===== src/rtl/sliced_adder_pkg.sv =====
// Shared types and helpers for the sliced adder.
// Contains the FSM state encoding and the slice-index width helper.
package sliced_adder_pkg;

    typedef enum logic [1:0] {
        IDLE = 2'd0,
        RUN  = 2'd1,
        DONE = 2'd2
    } state_e;

    // Index width needed to count n slices; never narrower than one bit.
    function automatic int idx_width(input int n);
        if (n <= 1) begin
            return 1;
        end else begin
            return $clog2(n);
        end
    endfunction

endpackage


===== src/rtl/sliced_adder_if.sv =====
// Request/result handshake bundle for the sliced adder.
// The ovf signal exists only when SLICED_ADDER_OVF_EN is defined.
interface sliced_adder_if #(
    parameter int WIDTH = 16
);
    logic             start;
    logic             in_ready;
    logic [WIDTH-1:0] A;
    logic [WIDTH-1:0] B;
    logic             sub;
    logic             c_in;
    logic             out_valid;
    logic             out_ready;
    logic [WIDTH-1:0] S;
    logic             c_out;
`ifdef SLICED_ADDER_OVF_EN
    logic             ovf;
`endif

    modport master (
        output start, A, B, sub, c_in, out_ready,
        input  in_ready, out_valid, S, c_out
`ifdef SLICED_ADDER_OVF_EN
        , input ovf
`endif
    );

    modport slave (
        input  start, A, B, sub, c_in, out_ready,
        output in_ready, out_valid, S, c_out
`ifdef SLICED_ADDER_OVF_EN
        , output ovf
`endif
    );

endinterface


===== src/rtl/sliced_adder_slice.sv =====
// Combinational ripple slice: a chain of full_adder cells.
// c_msb exposes the carry into the top bit so signed overflow can be formed.
module full_adder
    import sliced_adder_pkg::*;
(
    input  logic a,
    input  logic b,
    input  logic ci,
    output logic s,
    output logic co
);
    assign s  = a ^ b ^ ci;
    assign co = (a & b) | (ci & (a ^ b));
endmodule

module slice_adder
    import sliced_adder_pkg::*;
#(
    parameter int SLICE = 4
) (
    input  logic [SLICE-1:0] x,
    input  logic [SLICE-1:0] y,
    input  logic             z,
    output logic [SLICE-1:0] s,
    output logic             c,
    output logic             c_msb
);
    logic [SLICE:0] carry_s;

    assign carry_s[0] = z;

    for (genvar i = 0; i < SLICE; i++) begin : g_fa
        full_adder u_fa (
            .a  (x[i]),
            .b  (y[i]),
            .ci (carry_s[i]),
            .s  (s[i]),
            .co (carry_s[i+1])
        );
    end

    assign c     = carry_s[SLICE];
    assign c_msb = carry_s[SLICE-1];
endmodule


===== src/rtl/sliced_adder.sv =====
// Multi-cycle WIDTH-bit adder/subtractor, SLICE bits per clock, LSB slice first.
// Optional signed-overflow output enabled by defining SLICED_ADDER_OVF_EN.
module sliced_adder
    import sliced_adder_pkg::*;
#(
    parameter int WIDTH = 16,
    parameter int SLICE = 4
) (
    input  logic         Clk,
    input  logic         Reset_n,
    sliced_adder_if.slave bus
);
    localparam int NSLICE = WIDTH / SLICE;
    localparam int KW     = idx_width(NSLICE);
    localparam logic [KW-1:0] K_LAST = KW'(NSLICE - 1);
    localparam logic [KW-1:0] K_ONE  = KW'(1);
    localparam logic [KW-1:0] K_ZERO = KW'(0);

    state_e           state_r;
    state_e           state_n_s;
    logic [KW-1:0]    k_r;
    logic [WIDTH-1:0] a_r;
    logic [WIDTH-1:0] b_r;
    logic [WIDTH-1:0] acc_r;
    logic             carry_r;
    logic [WIDTH-1:0] s_r;
    logic             c_out_r;

    logic [SLICE-1:0] x_s;
    logic [SLICE-1:0] y_s;
    logic [SLICE-1:0] sum_s;
    logic             cy_s;
    logic             cy_msb_s;
    logic [WIDTH-1:0] acc_next_s;
    logic             accept_s;
    logic             last_s;

    assign accept_s = bus.start && (state_r == IDLE);
    assign last_s   = (state_r == RUN) && (k_r == K_LAST);

    // Select the operand slice currently being added.
    always_comb begin
        x_s = a_r[k_r*SLICE +: SLICE];
        y_s = b_r[k_r*SLICE +: SLICE];
    end

    slice_adder #(.SLICE(SLICE)) u_slice (
        .x     (x_s),
        .y     (y_s),
        .z     (carry_r),
        .s     (sum_s),
        .c     (cy_s),
        .c_msb (cy_msb_s)
    );

    // Accumulator with the current slice sum merged in at position k.
    always_comb begin
        acc_next_s = acc_r;
        acc_next_s[k_r*SLICE +: SLICE] = sum_s;
    end

    // FSM next-state logic.
    always_comb begin
        state_n_s = state_r;
        case (state_r)
            IDLE: begin
                if (bus.start) begin
                    state_n_s = RUN;
                end else begin
                    state_n_s = IDLE;
                end
            end
            RUN: begin
                if (k_r == K_LAST) begin
                    state_n_s = DONE;
                end else begin
                    state_n_s = RUN;
                end
            end
            DONE: begin
                if (bus.out_ready) begin
                    state_n_s = IDLE;
                end else begin
                    state_n_s = DONE;
                end
            end
            default: state_n_s = IDLE;
        endcase
    end

    // FSM state register.
    always_ff @(posedge Clk or negedge Reset_n) begin
        if (!Reset_n) begin
            state_r <= IDLE;
        end else begin
            state_r <= state_n_s;
        end
    end

    // Operand latch, slice index, accumulator and inter-slice carry.
    always_ff @(posedge Clk or negedge Reset_n) begin
        if (!Reset_n) begin
            a_r     <= {WIDTH{1'b0}};
            b_r     <= {WIDTH{1'b0}};
            acc_r   <= {WIDTH{1'b0}};
            carry_r <= 1'b0;
            k_r     <= K_ZERO;
        end else if (accept_s) begin
            a_r     <= bus.A;
            b_r     <= bus.B ^ {WIDTH{bus.sub}};
            carry_r <= bus.c_in ^ bus.sub;
            k_r     <= K_ZERO;
        end else if (state_r == RUN) begin
            acc_r   <= acc_next_s;
            carry_r <= cy_s;
            if (k_r == K_LAST) begin
                k_r <= K_ZERO;
            end else begin
                k_r <= k_r + K_ONE;
            end
        end
    end

    // Result registers, loaded only at the completion edge.
    always_ff @(posedge Clk or negedge Reset_n) begin
        if (!Reset_n) begin
            s_r     <= {WIDTH{1'b0}};
            c_out_r <= 1'b0;
        end else if (last_s) begin
            s_r     <= acc_next_s;
            c_out_r <= cy_s;
        end
    end

    assign bus.in_ready  = (state_r == IDLE);
    assign bus.out_valid = (state_r == DONE);
    assign bus.S         = s_r;
    assign bus.c_out     = c_out_r;

`ifdef SLICED_ADDER_OVF_EN
    logic ovf_r;

    // Signed overflow: carry into MSB differs from carry out of MSB.
    always_ff @(posedge Clk or negedge Reset_n) begin
        if (!Reset_n) begin
            ovf_r <= 1'b0;
        end else if (last_s) begin
            ovf_r <= cy_msb_s ^ cy_s;
        end
    end

    assign bus.ovf = ovf_r;
`else
    logic unused_msb_s;
    assign unused_msb_s = cy_msb_s;
`endif

endmodule


===== src/flat_wrapper.sv =====
// flat-port wrapper written by rule: the top's interface ports become plain ports
module sliced_adder_flat import sliced_adder_pkg::*;
#(
    parameter int WIDTH = 16,
    parameter int SLICE = 4
)
  (Clk, Reset_n, bus_start, bus_A, bus_B, bus_sub, bus_c_in, bus_out_ready, bus_in_ready, bus_out_valid, bus_S, bus_c_out);
  sliced_adder_if #(.WIDTH(WIDTH)) bus_i ();
  input  logic Clk;
  input  logic Reset_n;
  input wire logic [$bits(bus_i.start)-1:0] bus_start;
  input wire logic [$bits(bus_i.A)-1:0] bus_A;
  input wire logic [$bits(bus_i.B)-1:0] bus_B;
  input wire logic [$bits(bus_i.sub)-1:0] bus_sub;
  input wire logic [$bits(bus_i.c_in)-1:0] bus_c_in;
  input wire logic [$bits(bus_i.out_ready)-1:0] bus_out_ready;
  output wire logic [$bits(bus_i.in_ready)-1:0] bus_in_ready;
  output wire logic [$bits(bus_i.out_valid)-1:0] bus_out_valid;
  output wire logic [$bits(bus_i.S)-1:0] bus_S;
  output wire logic [$bits(bus_i.c_out)-1:0] bus_c_out;
  assign bus_i.start = bus_start;
  assign bus_i.A = bus_A;
  assign bus_i.B = bus_B;
  assign bus_i.sub = bus_sub;
  assign bus_i.c_in = bus_c_in;
  assign bus_i.out_ready = bus_out_ready;
  assign bus_in_ready = bus_i.in_ready;
  assign bus_out_valid = bus_i.out_valid;
  assign bus_S = bus_i.S;
  assign bus_c_out = bus_i.c_out;
  sliced_adder #(.WIDTH(WIDTH), .SLICE(SLICE)) u_core (.Clk(Clk), .Reset_n(Reset_n), .bus(bus_i));
endmodule

===== config.mk =====
export PLATFORM = sky130hd
export DESIGN_NAME = sliced_adder_flat
export DESIGN_NICKNAME = d
export VERILOG_FILES = /design/src/rtl/sliced_adder_pkg.sv /design/src/rtl/sliced_adder_if.sv /design/src/rtl/sliced_adder_slice.sv /design/src/rtl/sliced_adder.sv /design/src/flat_wrapper.sv
export SDC_FILE = /design/constraint.sdc
export NUM_CORES = 1
export LEC_CHECK = 0
export BUFFER_PORTS_ARGS = -buffer_cell sky130_fd_sc_hd__clkbuf_2
export CAP_MARGIN = 20
export CORE_MARGIN = 2
export CORE_UTILIZATION = 40
export CTS_CLUSTER_DIAMETER = 200
export DETAILED_ROUTE_END_ITERATION = 8
export GPL_ROUTABILITY_DRIVEN = 0
export GPL_TIMING_DRIVEN = 0
export SYNTH_ARGS = -nofsm -noshare
export SYNTH_HDL_FRONTEND = slang
export SYNTH_HIERARCHICAL = 1
export SYNTH_SLANG_ARGS = --single-unit

===== constraint.sdc =====
create_clock -name Clk -period 7.89 [get_ports Clk]
set_clock_uncertainty 0.2 [all_clocks]
set_input_delay 1.578 -clock Clk [delete_from_list [all_inputs] [get_ports Clk]]
set_output_delay 1.578 -clock Clk [all_outputs]
set_load 0.02 [all_outputs]

==> results by group <==
Placed design
  – Area post-placement: 0.00381 mm^2
  – Port bufs: between 50 and 60
  – Placed cells: roughly 440
  – Post-place setup slack: 4.13 ns
  – Post-DP HPWL: around 4900 um

Floorplan
  – Die Width: 96.0 um
  – Starting density of the core: about two fifths
  – DIE AREA: ~0.009 mm^2
  – Rows: 33
  – Core area: 0.00822 mm^2
  – Die height: 96.0 um
  – Total I/O pin count: 57

Layout
  – Post-route cell area: 0.00404 mm^2
  – Final Non-Filler Cells: around 460
  – Core Util, Final: 49.1%
  – Synth-to-layout area growth: 19.3%
  – Layout cells sized above 1: roughly a third
  – N_diodes: 0
  – Nets: 395

Setup path
  – Startpoint Class: flip-flop
  – Worst Path Max Fanout: 10
  – Crit end category: flip-flop
  – Arr. time, crit path: between 3 and 4 ns
  – Req. time, crit path: 7.91 ns
  – CP Class: flip-flop to flip-flop

Synth
  – Top cell type's share of synthesized area: 51.8%
  – Syn Area/Cell: 12.1 um^2
  – FF+latch count, synth: 70
  – Count of cell types in the netlist: 35
  – EDFF count, synth: 0
  – Most frequent cells after synthesis: dfrtp_1, a21oi_1, nor2_1
  – Ranking of synthesized cells by area: dfrtp_1, a21oi_1, mux2_2
  – Sequential area share after synthesis: 51.8%
  – Main synth FF type: dfrtp_1
  – Syn Nets: about 330
  – Count leader, synth: dfrtp_1
  – Asr flop ratio synth: 100%
  – Netlist Area Pre-Place: between 0.003 and 0.004 mm^2
  – Cell taking the most area after synthesis: dfrtp_1
  – Synth warnings: 6
  – Gate count of the mapped netlist: 280

Drt
  – DR DRC count: 0
  – Vias/cell: 5.11
  – Initial DRC count: around 130
  – Vias: 2336
  – Post-Route WL: 6850 um
  – Wire per inst: between 10 and 15 um
  – DRT Pass-1 Iters: 4
  – Post-DRT Antenna Nets: 0

Job
  – Maximum Capacitance Violations: 0

STA
  – Tmin final: 3.75 ns
  – Final Cycle Share: 47.5%
  – PnR worst setup slack: 4.14 ns
  – Setup TNS Final: 0 ns
  – Slew Viols, Final: 0
  – Rel. slew slack: 66.9%
  – RSZ-0062 raised after global routing: no
  – Hold violation count in the final report: 0
  – Setup-failing EPs final: 0
  – Slew @ Worst Pin: between 0.4 and 0.5 ns
  – Max frequency: 0.267 GHz

Clock tree
  – Post-cts resize count: 0
  – CTS tree: yes
  – Worst-Skew Late Latency: 0.34 ns
  – CTS sink cnt: 70
  – Clock transition at the registers of the reported paths: 0.07 ns
  – Root buffer cell: clkbuf_8
  – Post-CTS Hold Fix Bufs: 0
  – H-tree Lvls: 3
  – Max clock buf depth: 2
  – Number of post-CTS setup repair buffers: 0
  – Total CTS buffers: 9

Power and ir drop
  – Sw Pwr: between 0.8 and 0.9 mW
  – P_int: approximately 1.1 mW
  – Net Sw Frac: 42.1%
  – Max VDD drop: approximately 0.27 mV
  – Clock power share: around 17%
  – Pwr per Cell Area: 480 mW/mm^2
  – Sequential share of power: between 30% and 40%
  – Leak: 1.81 nW
  – Combinational fraction of design power: approximately 52%

Global route
  – Total GRT Usage: 16.4%
  – Largest net degree at the start of global routing: 38
  – Vias in the first global route: 2268
  – Initial antenna violation count: 0
  – Total grt overflow: 0
  – First-pass GRT wire length: 11300 um

Outcome
  – Status: finished clean

Worst hold path
  – Hold Crit Class: flip-flop to flip-flop
==> layout by cell type, fill, tap and decap left out, types with 2 or more instances in the layout <==
master      instances
dfrtp_1            70
fa_1                4
mux4_2              8
clkinvlp_4          2
a32o_1             16
nand2_1             6
buf_2               8
inv_1               4
and4bb_2            2
clkinv_2            2
ha_1                6
a32oi_1             4
nor2_1             33
clkbuf_2           58
a21oi_1            44
xnor2_1            16
mux2_2             16
and2b_1             4
o31ai_1             2
nor2b_1             9
buf_4               6
buf_6               3
bufinv_16           2
clkbuf_8           10
==> routing by layer <==
metal  track usage, %  vias up  wire (um)
met2             25.9       62       3270
met3             3.84        4        359
met5                0        -          0
li1                 -     1135          -
met1             22.2     1135       3190
met4             5.36        0         38
==> per-stage QoR <==
| stage | hold slack [ns] | total power, mW |
|---|---|---|
| after CTS | 0.291 | 1.96 |
| final | 0.288 | 1.94 |
| after floorplan | 0.253 | 1.33 |
| after global placement | 0.266 | 1.62 |
| after global routing | 0.303 | 2.10 |
| after detailed placement | 0.274 | 1.63 |
==> cell type report <==
| class | count | area (um^2) |
|---|---|---|
| Buffer | 22 | 143 |
| Inverter | 4 | 15.0 |
| Clock buffer | 10 | 138 |
| Sequential cell | 70 | 1750 |
| Timing Repair Buffer | 56 | 298 |
| Tap cell | 105 | 131 |
| Multi-Input combinational cell | 184 | 1470 |
| Clock inverter | 6 | 85.1 |
| Fill cell | 786 | 4180 |
==> flip-flops by register name (all words and copies together), names as in the netlist <==
name / flops
u_core/a_r: 16
u_core/carry_r: 1
u_core/bus.c_out: 1
u_core/state_r: 2
u_core/acc_r: 16
u_core/bus.S: 16
u_core/b_r: 16
u_core/k_r: 2
==> worst paths after layout <==
check | slack [ns] | to | start | cells after the start
min in group asynchronous | 1.02 | u_core/bus.S[8]$_DFFE_PN0P_ | Reset_n | 1
hold / removal | 0.29 | u_core/a_r[14]$_DFFE_PN0P_ | u_core/a_r[14]$_DFFE_PN0P_ | 1
setup / recovery | 4.14 | u_core/bus.S[11]$_DFFE_PN0P_ | u_core/k_r[0]$_DFFE_PN0P_ | 9
setup reg to reg | 4.14 | u_core/bus.S[11]$_DFFE_PN0P_ | u_core/k_r[0]$_DFFE_PN0P_ | 9
max in group asynchronous | 5.90 | u_core/b_r[13]$_DFFE_PN0P_ | Reset_n | 2
hold reg to reg | 0.29 | u_core/a_r[14]$_DFFE_PN0P_ | u_core/a_r[14]$_DFFE_PN0P_ | 1
==> worst max-delay path, stage by stage, from the launching register on <==
cell	delay (ns)
dfrtp_1	0.48
buf_6	0.23
mux4_2	0.55
fa_1	0.45
fa_1	0.39
fa_1	0.39
fa_1	0.43
clkbuf_2	0.21
a32oi_1	0.23
a21oi_1	0.08
==> power groups by stage <==
stage / clock network, mW / registers (mW) / logic (mW)
after global placement: 0 / 0.616 / 1.00
after global routing: 0.346 / 0.636 / 1.12
after CTS: 0.331 / 0.616 / 1.01
final: 0.321 / 0.613 / 1.00
after detailed placement: 0 / 0.624 / 1.01
after floorplan: 0 / 0.656 / 0.677
==> cell families after synthesis <==
group | share of synthesized area [%]
mux | 11.0
flops | 51.8
compound gates | 13.6
xor+xnor | 4.40
fa+ha+maj | 4.59
buf+inv | 4.66
simple gates | 9.99
(Power assumes the default switching activity.)
